## src/rtl/uart_pkg.sv

```systemverilog
// Shared UART definitions: transmit FSM states, parity-type codes and line levels.
// The parity codes are common to the transmit and receive paths.
package uart_pkg;

    typedef enum logic [2:0] {
        IDLE,
        START,
        DATA,
        PARITY,
        STOP
    } tx_state_e;

    localparam logic PAR_EVEN  = 1'b0;
    localparam logic PAR_ODD   = 1'b1;

    localparam logic LINE_IDLE = 1'b1;
    localparam logic START_BIT = 1'b0;

    // Counter width for a count of n states, never narrower than one bit.
    function automatic int unsigned cnt_width(input int unsigned n);
        return (n > 1) ? $clog2(n) : 1;
    endfunction

endpackage

```

## src/rtl/uart_tx_parity_gen.sv

```systemverilog
// Combinational parity of the latched transmit word.
// Even type gives the XOR of the bits, odd type its complement.
module uart_tx_parity_gen
    import uart_pkg::*;
#(
    parameter int unsigned WIDTH = 8
) (
    input  logic [WIDTH-1:0] data_i,
    input  logic             par_typ_i,
    output logic             par_o
);

    // Select even or odd parity of the word.
    always_comb begin
        par_o = (par_typ_i == PAR_EVEN) ? (^data_i) : (~^data_i);
    end

endmodule

```

## src/rtl/uart_tx.sv

```systemverilog
// UART transmitter: start bit, WIDTH data bits LSB-first, optional parity, stop bit.
// Each bit lasts PRESCALE clocks. TX_OUT and BUSY come straight from flops.
// Build option: define UART_TX_PARITY_EN to include the parity bit; otherwise
// PAR_EN and PAR_TYP are accepted but ignored.
module uart_tx
    import uart_pkg::*;
#(
    parameter int unsigned WIDTH    = 8,
    parameter int unsigned PRESCALE = 8
) (
    input  logic             clk,
    input  logic             rst,
    input  logic [WIDTH-1:0] P_DATA,
    input  logic             DATA_VALID,
    input  logic             PAR_EN,
    input  logic             PAR_TYP,
    output logic             TX_OUT,
    output logic             BUSY
);

    localparam int unsigned CW = cnt_width(PRESCALE);
    localparam int unsigned IW = cnt_width(WIDTH);
    localparam logic [CW-1:0] CNT_LAST = CW'(PRESCALE - 1);
    localparam logic [IW-1:0] IDX_LAST = IW'(WIDTH - 1);

    tx_state_e        state_q;
    logic [CW-1:0]    cnt_q;
    logic [CW-1:0]    cnt_d;
    logic [IW-1:0]    idx_q;
    logic [IW-1:0]    idx_d;
    logic [WIDTH-1:0] data_q;
    logic             tx_q;
    logic             busy_q;
    logic             bit_end;
    logic             next_bit;

`ifdef UART_TX_PARITY_EN
    logic             par_en_q;
    logic             par_typ_q;
    logic             par_bit;

    uart_tx_parity_gen #(
        .WIDTH (WIDTH)
    ) u_parity (
        .data_i    (data_q),
        .par_typ_i (par_typ_q),
        .par_o     (par_bit)
    );
`else
    logic             unused_par;
    assign unused_par = PAR_EN ^ PAR_TYP;
`endif

    // Bit-boundary detection and next values of the prescale counter and bit index.
    always_comb begin
        bit_end  = (cnt_q == CNT_LAST);
        cnt_d    = bit_end ? '0 : cnt_q + 1'b1;
        idx_d    = idx_q + 1'b1;
        next_bit = data_q[idx_d];
    end

    // Frame sequencer with registered line and busy outputs.
    always_ff @(posedge clk or negedge rst) begin
        if (!rst) begin
            state_q   <= IDLE;
            cnt_q     <= '0;
            idx_q     <= '0;
            data_q    <= '0;
            tx_q      <= LINE_IDLE;
            busy_q    <= 1'b0;
`ifdef UART_TX_PARITY_EN
            par_en_q  <= 1'b0;
            par_typ_q <= 1'b0;
`endif
        end else begin
            case (state_q)
                IDLE: begin
                    tx_q   <= LINE_IDLE;
                    busy_q <= 1'b0;
                    cnt_q  <= '0;
                    if (DATA_VALID) begin
                        data_q    <= P_DATA;
`ifdef UART_TX_PARITY_EN
                        par_en_q  <= PAR_EN;
                        par_typ_q <= PAR_TYP;
`endif
                        state_q   <= START;
                        tx_q      <= START_BIT;
                        busy_q    <= 1'b1;
                    end
                end
                START: begin
                    cnt_q <= cnt_d;
                    if (bit_end) begin
                        state_q <= DATA;
                        idx_q   <= '0;
                        tx_q    <= data_q[0];
                    end
                end
                DATA: begin
                    cnt_q <= cnt_d;
                    if (bit_end) begin
                        if (idx_q == IDX_LAST) begin
`ifdef UART_TX_PARITY_EN
                            if (par_en_q) begin
                                state_q <= PARITY;
                                tx_q    <= par_bit;
                            end else begin
                                state_q <= STOP;
                                tx_q    <= LINE_IDLE;
                            end
`else
                            state_q <= STOP;
                            tx_q    <= LINE_IDLE;
`endif
                        end else begin
                            idx_q <= idx_d;
                            tx_q  <= next_bit;
                        end
                    end
                end
`ifdef UART_TX_PARITY_EN
                PARITY: begin
                    cnt_q <= cnt_d;
                    if (bit_end) begin
                        state_q <= STOP;
                        tx_q    <= LINE_IDLE;
                    end
                end
`endif
                STOP: begin
                    cnt_q <= cnt_d;
                    if (bit_end) begin
                        state_q <= IDLE;
                        tx_q    <= LINE_IDLE;
                        busy_q  <= 1'b0;
                    end
                end
                default: begin
                    state_q <= IDLE;
                    cnt_q   <= '0;
                    tx_q    <= LINE_IDLE;
                    busy_q  <= 1'b0;
                end
            endcase
        end
    end

    assign TX_OUT = tx_q;
    assign BUSY   = busy_q;

endmodule
```

## config.mk

```make
export PLATFORM = sky130hd
export DESIGN_NAME = uart_tx
export DESIGN_NICKNAME = d
export VERILOG_FILES = /design/src/rtl/uart_pkg.sv /design/src/rtl/uart_tx_parity_gen.sv /design/src/rtl/uart_tx.sv
export SDC_FILE = /design/constraint.sdc
export NUM_CORES = 1
export LEC_CHECK = 0
export CAP_MARGIN = 10
export CORE_MARGIN = 1.5
export CORE_UTILIZATION = 52
export DETAILED_ROUTE_END_ITERATION = 10
export GPL_ROUTABILITY_DRIVEN = 0
export GPL_TIMING_DRIVEN = 0
export MAX_ROUTING_LAYER = met4
export PLACE_DENSITY = 0.81
export SYNTH_ARGS = -nofsm -noshare
export SYNTH_HDL_FRONTEND = slang
export SYNTH_SLANG_ARGS = --single-unit
```

## constraint.sdc

```tcl
create_clock -name clk -period 2.35 [get_ports clk]
set_input_delay 0.47 -clock clk [delete_from_list [all_inputs] [get_ports clk]]
set_output_delay 0.47 -clock clk [all_outputs]
set_load 0.02 [all_outputs]
```

; ---- Word level (Yosys, flattened, before mapping)
; Cells that the tools add are included.
; W data, S select, Z words.
[op_classes]
addsub = 2
order_cmp = 1
eq_ne = 11
mux = 22
bitwise_logic = 1
reduce_logical = 9
[ops]
columns = cell, n
row1 = $mux W3, 9
row2 = $ne A2 B2 Y1 const B, 6
row3 = $pmux W3 S4, 1
row4 = $eq A3 B3 Y1 const B, 3
row5 = $mux W1, 8
row6 = $add A3 B1 Y3 const B, 2
row7 = $pmux W3 S2, 1
row8 = $reduce_and A5 Y1, 1
row9 = $lt A3 B4 Y1 const B, 1
row10 = $pmux W1 S4, 1
row11 = $reduce_and A2 Y1, 2
row12 = $reduce_and A4 Y1, 1
row13 = $bmux W1 S3, 1
row14 = $eq A3 B1 Y1 const B, 1
row15 = $eq A3 B2 Y1 const B, 1
row16 = $logic_not A3 Y1, 1
row17 = $pmux W1 S3, 1
row18 = $reduce_and A3 Y1, 1
row19 = $reduce_or A3 Y1, 1
row20 = $reduce_bool A2 Y1, 1
row21 = $reduce_or A2 Y1, 1
row22 = $not A1 Y1, 1
[totals]
regBits = 19
in_bits = 13
out_inout_bits = 2
wordCells = 52

; ---- Longest topological paths before layout
; Gate-level depths: netlist of the first run.
[depth]
word_depth = 6
depth_mapped = 6
ltp_nobuf = 6

; ---- Worst setup path after synthesis of the first run
; OpenSTA, ideal clock, no wires.
[synth_timing]
kind = flip-flop to flip-flop
start = register idx_q[0]
end = register tx_q, in the netlist TX_OUT
setup_time_ns = 0.060
arrival_time_ns = 1.692
required_ns = 2.290
path_slack_ns = 0.598
stages_incl_launch_ff = 6
n_path_buf = 0
synth_period_minus_slack_ns = 1.752
path_cell_list = dfrtp_1 -> ha_1 -> ha_1 -> mux4_2 -> a41oi_2 -> o22a_1
[synth_via]
elab_chain_len = 6
word_cells_on_any_way = 7
cone_classes = 1 x add/sub / 1 x eq/ne / 5 x mux
[synth_lines]
columns = element, line
row1 = from (decl), uart_tx.sv:29  ; logic [IW-1:0] idx_q;
row2 = from (signal assigned), uart_tx.sv:117  ; idx_q <= idx_d;
row3 = $add A3 B1 Y3, uart_tx.sv:58  ; idx_d = idx_q + 1'b1;
row4 = $bmux W1 S3, uart_tx.sv:59  ; next_bit = data_q[idx_d];
row5 = $mux W1 (not written as such), uart_tx.sv:59
row6 = $mux W1 (*), uart_tx.sv:103  ; if (idx_q == IDX_LAST) begin
row7 = $mux W1 (*), uart_tx.sv:102  ; if (bit_end) begin
row8 = $pmux W1 S4 (*), uart_tx.sv:76  ; case (state_q)
row9 = to (signal assigned), uart_tx.sv:97  ; tx_q <= data_q[0];
row10 = to (signal assigned), uart_tx.sv:118  ; tx_q <= next_bit;
row11 = to (decl), uart_tx.sv:32  ; logic tx_q;
; Every way passes the cells marked *; elsewhere a longest branch is shown, timed or not. The select of a mux whose other input is x is not followed.
; A chain may end at the register's enable or synchronous reset.

; ---- Final worst setup path of the first run
; Ends and elaborated chain as after synthesis.

==> out/results.ini, run 1 <==
[sta]
rsz0062_at_grt=false
tightest_slew_ps=845
tns_ps=0
post-route-period-util_pct=82.8
final.min_clock_period_ps=1950
hold_viol_final=0
slew-limit-headroom_pct=43.5
hold_ws_ps=442
fin_ws_ps=405
max_freq_ghz=0.514
maxSlewViolCount=0
finalSetupViolations=0
clock-skew-final_ps=3.62

[die]
core-area_um2=1760
fp.dieArea_um2=2180
num_io_pins=15
die_h_um=46.7
die_x_um=46.7
initial_core_util_pct=56.2
row_count=15

[global_routing]
antenna_found_initial=0
grt_use_total_pct=19.1
overflow=0
grt_max_degree=20
grt_pass1_vias=683
grt_pass1_wl_um=2820

[cts]
cts_setup_buffers=0
insertion_delay_ps=300
ctsHoldBuffers=0
numCtsBuffers=3
cts_max_level=1
cts_tree=built
clkTransAtPathRegs_ps=110
cts_buffer_depth=2
cts_resized=0
cts.sinks=19
cts_root_buf=clkbuf_4

[finish]
design_area_um2=1170
mostFrequentLayoutCell=dfrtp_1
post-route-util_pct=66.2
num-nets-final=122
antennaDiodeCount=0
area_growth_pct=17.9
stdcell_count=129
final_cell_mix=18 x dfrtp_1, 12 x clkdlybuf4s50_1, 9 x nor2_1, 9 x mux2_2, 6 x nand2_1
drive_gt1_share_pct=20.2

[logic_synthesis]
syn-cell-area_um2=991
yosysSeqAreaShare_pct=48.1
yosysWarnings=0
synth-seq-cells=19
yosys.area.top_type=dfrtp_1
synth_top_area_share_pct=45.5
synth.top_cells.by_area=dfrtp_1 45%, mux2_2 10%, ha_1 5.1%
syn_inst=88
syn_area_per_cell_um2=11.3
synth.distinct_cells=30
syn_nets=105

[critical_path]
rrSetupSlack_ps=400
crit_chain=ha_1, ha_1, mux4_2, a41oi_2, o22a_1
crit_fanout=6
start_kind=register
cpMostUsedCell=ha_1
required_ps=2600
cpPeakStageDelay_ps=530
r2r-start=idx_q[0]$_DFFE_PN0P_
startpoint=idx_q[0]$_DFFE_PN0P_
cp.arrival_ps=2190
cp_slowest_cell=mux4_2
crit_type=reg2reg
cp-end-kind=register

[detailed_routing]
drt_pre_antenna_iters=3
vias=692
antenna_left=0
drt_iter0_markers=4
drcViolationCount=0
post_drt_wl_per_cell_um=13.1
drt-total-wl_um=1680
viasPerCell=5.36

[power_and_ir_drop]
clockPowerShare_pct=15.2
comb_power_share_pct=37.1
ir_drop_v=0.000538
p_leak_nw=0.509
p_seq_share_pct=47.6
p_switching_uw=357
p_int_uw=748
p_per_area_nw_per_um2=946
sw_frac_of_total_pct=32.3
power_mw=1.11

[place]
dpl_cell_area_um2=1140
hpwl_um=1230
dpl_worst_slack_ps=320
dp.cells=125
place.port_buffers=12

[run_status]
status=completed

[job]
cap_violations=0

[hold_path]
hp-start=cnt_q[0]$_DFF_PN0_
hold_path.class=reg2reg

==> sequential cells by signal, indices dropped and copies added (netlist names) <==
| signal | flops |
|---|---|
| TX_OUT | 1 |
| idx_q | 3 |
| data_q | 8 |
| cnt_q | 3 |
| state_q | 3 |
| BUSY | 1 |
==> synth_stat cells, drive strengths merged <==
| cell | n |
|---|---|
| a21oi | 4 |
| o211ai | 1 |
| a21o | 1 |
| xor2 | 1 |
| nand3b | 2 |
| nand4b | 1 |
| nand2 | 6 |
| o21ai | 3 |
| dfrtp | 18 |
| mux2 | 9 |
| buf | 4 |
| inv | 4 |
| nor3b | 1 |
| clkbuf | 1 |
| mux2i | 5 |
| a211oi | 1 |
| o22a | 1 |
| a211o | 1 |
| nor2 | 9 |
| a41oi | 1 |
| nand2b | 1 |
| dfstp | 1 |
| nor2b | 2 |
| mux4 | 1 |
| o211a | 1 |
| or3 | 1 |
| nor3 | 2 |
| and2 | 1 |
| ha | 4 |
==> power by group through the flow <==
stage | logic, mW | clock network [mW] | registers (mW)
after detailed placement | 0.413 | 0 | 0.534
after global placement | 0.398 | 0 | 0.528
after floorplan | 0.288 | 0 | 0.536
after global routing | 0.463 | 0.175 | 0.541
after CTS | 0.414 | 0.170 | 0.526
final | 0.410 | 0.168 | 0.527
==> path summary, 6_finish.rpt <==
| check | to | depth (start not counted) |
|---|---|---|
| min in group asynchronous | idx_q[2]$_DFFE_PN0P_ | 1 |
| max in group asynchronous | data_q[1]$_DFFE_PN0P_ | 1 |
| min | cnt_q[0]$_DFF_PN0_ | 1 |
| min reg2reg | cnt_q[0]$_DFF_PN0_ | 1 |
| max | TX_OUT$_DFFE_PN1P_ | 5 |
| max reg2reg | TX_OUT$_DFFE_PN1P_ | 5 |
==> critical path, delay by kind of cell, from the launching register on <==
kind,cells,cell delay [ps]
adder cells (fa/ha/maj),2,590
multiplexers,1,530
AO/OA/AOI/OAI,2,310
flip-flops,1,470
==> cell type report <==
type / count / area (um^2)
plain buffers: 5 / 30.0
well taps: 25 / 31.3
fillers: 160 / 596
inverters: 4 / 15.0
flip-flops and latches: 19 / 477
multi-input cells: 60 / 469
clock buffers: 4 / 26.3
repair buffers: 12 / 120
==> logic make-up (layout without fill, tap and decap cells) <==
| group | after synthesis | count (layout) | share of synthesized area, % |
|---|---|---|---|
| simple gates | 26 | 26 | 13.5 |
| buf+inv | 9 | 25 | 4.54 |
| compound gates | 14 | 14 | 10.4 |
| mux | 15 | 15 | 17.6 |
| fa+ha+maj | 4 | 4 | 5.05 |
| xor+xnor | 1 | 1 | 0.884 |
| flops | 19 | 19 | 48.1 |
==> routing by layer <==
| metal | track usage, % | vias to the layer above | part of all wire, % |
|---|---|---|---|
| met3 | 2.35 | 4 | 2.7 |
| met1 | 24.1 | 333 | 49 |
| met5 | - | - | 0 |
| li1 | - | 342 | - |
| met4 | 8.33 | 0 | 1.6 |
| met2 | 30.6 | 13 | 47 |
No activity file was read; power rests on OpenSTA's default activity.
==> inputs of run 2 (changes only) <==
==> constraint.sdc (replaced) <==
create_clock -name clk -period 1.8 [get_ports clk]
set_input_delay 0.36 -clock clk [delete_from_list [all_inputs] [get_ports clk]]
set_output_delay 0.36 -clock clk [all_outputs]
set_load 0.02 [all_outputs]
==> out/results.ini, run 2 (same netlist as run 1, synthesis figures left out) <==
[finish]
mostFrequentLayoutCell=dfrtp_1
area_growth_pct=20.8
final_cell_mix=17 x dfrtp_1, 11 x clkdlybuf4s50_1, 9 x nor2_1, 9 x mux2_2, 6 x nand2_1
largest_reg_flops=8  ; unchanged
antennaDiodeCount=0  ; unchanged
num-nets-final=123  ; +0.82%
drive_gt1_share_pct=23.8  ; +3.6 points
post-route-util_pct=67.9  ; +1.6 points
design_area_um2=1200  ; +2.5%
regMostFlops=data_q

[power_and_ir_drop]
p_int_uw=969  ; +30%
p_per_area_nw_per_um2=1200  ; +27%
p_seq_share_pct=47.8  ; +0.2 points
comb_power_share_pct=36.9  ; -0.2 points
clockPowerShare_pct=15.3  ; about the same
sw_frac_of_total_pct=32.4  ; +0.083 points
ir_drop_v=0.000704  ; +31%
p_leak_nw=0.507  ; -0.46%
power_mw=1.43  ; +30%
p_switching_uw=465  ; +30%

[critical_path]
r2r-start=idx_q[1]$_DFFE_PN0P_
cp.arrival_ps=2050  ; -140 ps
required_ps=2050  ; -550 ps
crit_chain=ha_4, ha_4, mux4_2, a41oi_2, o22a_1
crit_type=reg2reg
cpMostUsedCell=ha_4
cpPeakStageDelay_ps=510  ; -20 ps
crit_fanout=3  ; -3
cp_slowest_cell=mux4_2
start_kind=register
startpoint=idx_q[1]$_DFFE_PN0P_
rrSetupSlack_ps=-6  ; -410 ps
r2r_cells=5  ; unchanged
r2r-end=TX_OUT$_DFFE_PN1P_
endpoint=TX_OUT$_DFFE_PN1P_
cp-end-kind=register

[sta]
maxSlewViolCount=0  ; unchanged
slew-limit-headroom_pct=44.2  ; +0.69 points
tightest_slew_ps=834  ; -10.3 ps
hold_viol_final=0  ; unchanged
final.min_clock_period_ps=1810  ; -139 ps
fin_ws_ps=-6.00  ; -411 ps
post-route-period-util_pct=100  ; +18 points
clock-skew-final_ps=4.01  ; +0.391 ps
rsz0062_at_grt=true
finalSetupViolations=1  ; +1
max_freq_ghz=0.554  ; +7.7%

[die]
core-area_um2=1760  ; unchanged
num_io_pins=15  ; unchanged
row_count=15  ; unchanged
die_h_um=46.7  ; unchanged
initial_core_util_pct=56.2  ; unchanged
die_x_um=46.7  ; unchanged
fp.dieArea_um2=2180  ; unchanged

[place]
place.port_buffers=12  ; unchanged
dpl_cell_area_um2=1140  ; unchanged
dpl_worst_slack_ps=-128  ; -448 ps
hpwl_um=1230  ; unchanged

[run_status]
violations=setup timing
status=finished with violations

[detailed_routing]
vias=698  ; +0.87%
drt-total-wl_um=1690  ; about the same
drt_pre_antenna_iters=3  ; unchanged
viasPerCell=5.37  ; about the same
drt_iter0_markers=3  ; -1
post_drt_wl_per_cell_um=13.0  ; -0.71%
drcViolationCount=0  ; unchanged
antenna_left=0  ; unchanged

[cts]
clkTransAtPathRegs_ps=110  ; about the same
insertion_delay_ps=300  ; about the same
cts_buffer_depth=2  ; unchanged
cts.sinks=19  ; unchanged
numCtsBuffers=3  ; unchanged
ctsHoldBuffers=0  ; unchanged
cts_max_level=1  ; unchanged
cts_root_buf=clkbuf_4
cts_tree=built

[hold_path]
hold_path.class=reg2reg
hp-start=cnt_q[0]$_DFF_PN0_

[global_routing]
overflow=0  ; unchanged
grt_use_total_pct=19.2  ; +0.099 points
grt_pass1_wl_um=2840  ; +0.46%
antenna_found_initial=0  ; unchanged
grt_max_degree=20  ; unchanged
grt_pass1_vias=691  ; +1.2%

[job]
cap_violations=0  ; unchanged

## run 2: changes by cell type in the layout (fill, tap and decap cells not counted)
cell / previous run / this run
buf_4: 0 / 2
buf_6: 1 / 0
clkdlybuf4s50_1: 12 / 11
dfrtp_1: 18 / 17
dfrtp_2: 0 / 1
dlygate4sd2_1: 0 / 1
ha_1: 4 / 2
ha_4: 0 / 2
## run 2: metal layers
layer  GRT usage (%)  part of all wire (%)  wire length [um]  vias up
li1                -                     -                 -      345
met5               -                     0                 0        -
met1            24.1                    48               817      334
met3            2.35                   2.6                43        6
met4            8.33                   2.6                44        0
met2            30.8                    46               779       13
## run 2: worst min-delay path by stage
| stage | endpoint | slack (ps) | depth (start not counted) |
|---|---|---|---|
| after floorplan | BUSY$_DFFE_PN0P_ | 60 | 0 |
| after global placement | cnt_q[0]$_DFF_PN0_ | 430 | 1 |
| after detailed placement | cnt_q[0]$_DFF_PN0_ | 430 | 1 |
| after CTS | cnt_q[0]$_DFF_PN0_ | 440 | 1 |
| after global routing | cnt_q[0]$_DFF_PN0_ | 460 | 1 |
| final | cnt_q[0]$_DFF_PN0_ | 440 | 1 |
## run 2: power by group through the flow
stage / clock network (mW) / logic [mW] / registers [mW]
3_5_place_dp: 0 / 0.539 / 0.697
4_1_cts: 0.223 / 0.536 / 0.686
5_1_grt: 0.229 / 0.598 / 0.705
2_1_floorplan: 0 / 0.376 / 0.700
3_3_place_gp: 0 / 0.519 / 0.689
6_report: 0.219 / 0.529 / 0.685
## run 2: metrics by stage
stage,hold WS (ps),TNS [ps],cells
2_1_floorplan,64.4,0,88
3_3_place_gp,426,-1180,125
3_5_place_dp,428,-1070,125
4_1_cts,444,-17.5,130
5_1_grt,458,-64.8,130
6_report,442,-6.00,130
## run 2: cell type report
type / instances / area [um^2]
Buffer: 4 / 18.8
Timing Repair Buffer: 14 / 134
Clock buffer: 4 / 26.3
Inverter: 4 / 15.0
Multi-Input combinational cell: 60 / 494
Sequential cell: 19 / 478
Fill cell: 157 / 567
Tap cell: 25 / 31.3
## run 2: repair_timing
item                       CTS  global route
resized for setup            3             1
setup endpoints to repair    3             1
buffers inserted             1             1
pin swaps                    0             3
## run 2: critical path, delay by kind of cell, from the launching register on
family,cells,cell delay [ps]
flip-flops,1,430
multiplexers,1,510
adder cells (fa/ha/maj),2,460
AO/OA/AOI/OAI,2,380
